### src/rtl/mem_arbiter.sv
// mem_arbiter: round-robin two-master arbiter and IDLE/ACCESS/DONE sequencer for one memory port
// Ports: clock, reset (sync, active-high)
//   m0_*/m1_*: req, rw (1=read), addr, wdata in; gnt, done, err out
//   mem_*: valid, rw, addr, wdata out; rdata, ready in
//   rdata: last read data; owner: current/most recent master; busy: not idle
// Optional: ARB_TIMEOUT_EN enables the TIMEOUT-cycle abort path
module mem_arbiter #(
    parameter int WIDTH = 32,
    parameter int TIMEOUT = 16
) (
    input  logic             clock,
    input  logic             reset,
    input  logic             m0_req,
    input  logic             m0_rw,
    input  logic [WIDTH-1:0] m0_addr,
    input  logic [WIDTH-1:0] m0_wdata,
    input  logic             m1_req,
    input  logic             m1_rw,
    input  logic [WIDTH-1:0] m1_addr,
    input  logic [WIDTH-1:0] m1_wdata,
    output logic             m0_gnt,
    output logic             m0_done,
    output logic             m0_err,
    output logic             m1_gnt,
    output logic             m1_done,
    output logic             m1_err,
    output logic [WIDTH-1:0] rdata,
    output logic             mem_valid,
    output logic             mem_rw,
    output logic [WIDTH-1:0] mem_addr,
    output logic [WIDTH-1:0] mem_wdata,
    input  logic [WIDTH-1:0] mem_rdata,
    input  logic             mem_ready,
    output logic             owner,
    output logic             busy
);
    typedef enum logic [1:0] {IDLE = 2'd0, ACCESS = 2'd1, DONE = 2'd2} state_t;
    state_t state, state_nxt;
    logic pick, any_req, timed_out;
`ifdef ARB_TIMEOUT_EN
    logic [4:0] cnt;
    logic err_q;
    assign timed_out = cnt == 5'(TIMEOUT - 1);
`else
    assign timed_out = 1'b0;
`endif
    assign any_req = m0_req | m1_req;
    // on a tie the master that did not own the previous transaction wins
    assign pick = (m0_req && m1_req) ? ~owner : m1_req;
    always_comb begin
        state_nxt = state;
        case (state)
            IDLE:    state_nxt = any_req ? ACCESS : IDLE;
            ACCESS:  state_nxt = (mem_ready || timed_out) ? DONE : ACCESS;
            default: state_nxt = IDLE;
        endcase
    end
    always_ff @(posedge clock) begin
        if (reset) begin
            state <= IDLE;
            owner <= 1'b1;
            rdata <= '0;
            mem_rw <= 1'b0;
            mem_addr <= '0;
            mem_wdata <= '0;
`ifdef ARB_TIMEOUT_EN
            cnt <= '0;
            err_q <= 1'b0;
`endif
        end else begin
            state <= state_nxt;
            if (state == IDLE && any_req) begin
                owner <= pick;
                mem_rw <= pick ? m1_rw : m0_rw;
                mem_addr <= pick ? m1_addr : m0_addr;
                mem_wdata <= pick ? m1_wdata : m0_wdata;
`ifdef ARB_TIMEOUT_EN
                cnt <= '0;
                err_q <= 1'b0;
`endif
            end
            if (state == ACCESS && mem_ready && mem_rw)
                rdata <= mem_rdata;
`ifdef ARB_TIMEOUT_EN
            // ready on the final cycle takes precedence over the abort
            if (state == ACCESS && !mem_ready) begin
                if (timed_out)
                    err_q <= 1'b1;
                else
                    cnt <= cnt + 5'd1;
            end
`endif
        end
    end
    assign mem_valid = state == ACCESS;
    assign busy = state != IDLE;
    assign m0_gnt = mem_valid && !owner;
    assign m1_gnt = mem_valid && owner;
    assign m0_done = state == DONE && !owner;
    assign m1_done = state == DONE && owner;
`ifdef ARB_TIMEOUT_EN
    assign m0_err = m0_done && err_q;
    assign m1_err = m1_done && err_q;
`else
    assign m0_err = 1'b0;
    assign m1_err = 1'b0;
`endif
endmodule
### config.mk
export PLATFORM = sky130hd
export DESIGN_NAME = mem_arbiter
export DESIGN_NICKNAME = d
export VERILOG_FILES = /design/src/rtl/mem_arbiter.sv
export SDC_FILE = /design/constraint.sdc
export NUM_CORES = 1
export LEC_CHECK = 0
export ABC_AREA = 1
export CORE_UTILIZATION = 37
export DETAILED_ROUTE_END_ITERATION = 6
export GPL_ROUTABILITY_DRIVEN = 0
export HOLD_SLACK_MARGIN = 0.08
export PLACE_DENSITY = 0.81
export SYNTH_ARGS = -nofsm -noshare
export SYNTH_HDL_FRONTEND = slang
export SYNTH_SLANG_ARGS = --single-unit
### constraint.sdc
create_clock -name clock -period 1.2 [get_ports clock]
set_input_delay 0.3 -clock clock [delete_from_list [all_inputs] [get_ports clock]]
set_output_delay 0.3 -clock clock [all_outputs]
set_load 0.05 [all_outputs]
==> run_results.csv <==
group,metric,value,unit
power,p_per_area,1130,nW/um^2
placed_design,pre_cts_ws,-0.555,ns
floorplanning,rows,43,
global_routing,grtUsageTotal,0.278,
clocking,clock_latency,0.35,ns
hold_path,hold-path-cell-count,3,
global_routing,gr-usage-met2,0.517,
global_routing,gr-usage-met3,0.0678,
run_status,violations,"negative setup slack",
flow_run,cap_violations,0,
layout,nNetsFinal,1387,
setup_path,cp-start-kind,"flip-flop",
global_routing,grt_pass1_vias,6257,
global_routing,met1_usage,0.288,
timing,hold_slack,0.525,ns
timing,rsz0062_at_grt,"true",
clocking,clock-sinks,100,
setup_path,worst_r2r_path_depth,9,
timing,period_share,1.29,
layout,n_fill_cell,812,
setup_path,crit_required,0.90,ns
layout,area_delta_synth_final,109,%
logic_synthesis,synth_top_area_cell,"dfxtp_1",
clocking,htreeDepth,3,
setup_path,endpoint_kind,"output pin",
global_routing,grt_pass1_wl,31.5,mm
logic_synthesis,synth-seq-cells,100,
routing,wl,23.4,mm
clocking,clockBufferDepth,2,
timing,fmaxAchievable,645,MHz
timing,fin_skew,0.00677,ns
routing,viasPerCell,4.76,
layout,multi_input_area,3020,um^2
clocking,cts_hold_buf,0,
global_routing,antenna_found_initial,0,
routing,firstDrtPassIters,5,
routing,drt-wirelength-per-cell,16.7,um
routing,drc,0,
global_routing,grt_max_degree,65,
clocking,cts_tree,"yes",
layout,seqCellArea,2100,um^2
clocking,path_clk_slew,0.07,ns
logic_synthesis,yosys_warnings,0,
timing,finalSetupViolCount,106,
logic_synthesis,syn_area,5390,um^2
timing,slew_violations,0,
logic_synthesis,syn_avg_cell_area,5.87,um^2
routing,vias,6694,
layout,layout-drive-gt1-share,0.366,
routing,ant_nets,0,
logic_synthesis,ys_types,21,
global_routing,top_usage_layer,"met2",
placed_design,port_buffers,270,
run_status,outcome,"finished with violations",
floorplanning,start_util,0.383,
timing,setup_ws,-0.351,ns
global_routing,grt_overflow,0,
placed_design,place_hpwl,11.9,mm
logic_synthesis,synth_cells,917,
logic_synthesis,ys_seq_area_frac,0.372,
floorplanning,core,14000,um^2
logic_synthesis,yosys-top-cells-area,"dfxtp_1 37%, nand2_1 23%, nor2_1 14%",
clocking,cts_made_buffers,9,
setup_path,crit_path_max_fanout,4,
floorplanning,die_area,15000,um^2
power,leakagePower,5.50,nW
floorplanning,fp.dieW,123,um
hold_path,hp-class,"input pin to flip-flop",
floorplanning,dieHeight,123,um
power,irDropWorstVdd,0.000743,V
timing,hold_violations,0,
clocking,root_buffer,"clkbuf_16",
setup_path,cp.arrival,1.25,ns
logic_synthesis,synth_top_area_share,0.372,
timing,period_needed,1.55,ns
layout,num_antenna_cells,0,
floorplanning,io_pins,273,
routing,drt_iter0_drc,422,
setup_path,crit_type,"flip-flop to output pin",
-- path summary, 6_finish.rpt --
| path | from | endpoint | slack [ns] |
|---|---|---|---|
| max | state[0] | m1_gnt | -0.35 |
| min | mem_rdata[23] | rdata[23] | 0.53 |
| max reg2reg | owner | mem_wdata[7] | -0.28 |
| min reg2reg | rdata[21] | rdata[21] | 0.53 |
-- power breakdown --
group / leakage, nW / internal, mW / total, mW / switching (mW)
sequential: 0.849 / 3.68 / 4.02 / 0.343
clock: 0.139 / 1.45 / 2.77 / 1.32
combinational: 4.51 / 2.93 / 5.94 / 3.01
total: 5.50 / 8.06 / 12.7 / 4.67
-- sequential cells by signal (all words and copies together), names as in the netlist --
name,count
owner,1
rdata,32
mem_addr,32
mem_rw,1
mem_wdata,32
state,2
-- layout by cell type (no fill, tap or decap), drive strengths merged --
| cell type | instances |
|---|---|
| nand2 | 329 |
| nor2 | 265 |
| inv | 169 |
| clkdlybuf4s50 | 164 |
| buf | 161 |
| dfxtp | 100 |
| clkbuf | 21 |
| clkinv | 4 |
| nor3 | 3 |
| nand3 | 2 |
| conb | 2 |
| dlygate4sd2 | 2 |
| nand4 | 1 |
| o21ai | 1 |
| a21oi | 1 |
-- Yosys cell counts --
master / number
nand4_2: 1
buf_1: 1
inv_2: 3
a21oi_1: 1
dfxtp_1: 100
buf_12: 1
buf_4: 4
inv_1: 165
buf_8: 4
nand2_1: 327
buf_6: 4
clkbuf_1: 9
o21ai_2: 1
nor2_2: 59
nand3_1: 2
conb_1: 1
nor3_1: 3
nor2_4: 1
buf_2: 23
nor2_1: 205
nand2_2: 2
-- layout make-up --
class                   instances  area share
repair buffers                337       0.444
multi-input cells             604       0.268
flip-flops and latches        100       0.187
inverters                     168      0.0571
clock buffers                  11      0.0216
well taps                     180      0.0200
clock inverters                 5     0.00233
-- timing repair --
item	in CTS	in global routing
setup buffers	15	2
pin swaps	21	50
gates resized for setup	70	200
gates cloned	16	15
endpoints found under the setup margin	87	165
-- per-layer routing --
| layer | vias up | part of all wire |
|---|---|---|
| met4 | 0 | 0.053 |
| met5 | - | 0 |
| met1 | 3041 | 0.35 |
| li1 | 3175 | - |
| met2 | 374 | 0.51 |
| met3 | 104 | 0.086 |
-- critical path: stages, from the launching register on --
cell and delay (ns):
dfxtp_4 0.39, inv_4 0.05, nor2_4 0.12, inv_4 0.08, nor2_4 0.11, buf_12 0.15
-- cells by family (layout without fill, tap and decap cells) --
kind of cell,after synthesis,after routing,share of synthesized area
AND/OR/NAND/NOR,600,600,0.451
buffers and inverters,214,521,0.174
other,1,2,0.000696
flip-flops,100,100,0.372
AO/OA/AOI/OAI,2,2,0.00256
-- per-stage QoR --
stage / TNS, ns / instance area [um^2] / utilization / total power [mW] / instances
finish: -16.24 / 11300 / 0.802 / 12.7 / 1405
detailed placement: -41.82 / 9380 / 0.668 / 8.64 / 1342
floorplan: -10.11 / 5440 / - / 6.34 / 918
global route: -22.28 / 11300 / 0.802 / 13.2 / 1405
CTS: -12.99 / 10400 / 0.743 / 12.1 / 1389
global placement: -39.08 / 9380 / 0.668 / 8.57 / 1342
(Power assumes the default switching activity.)
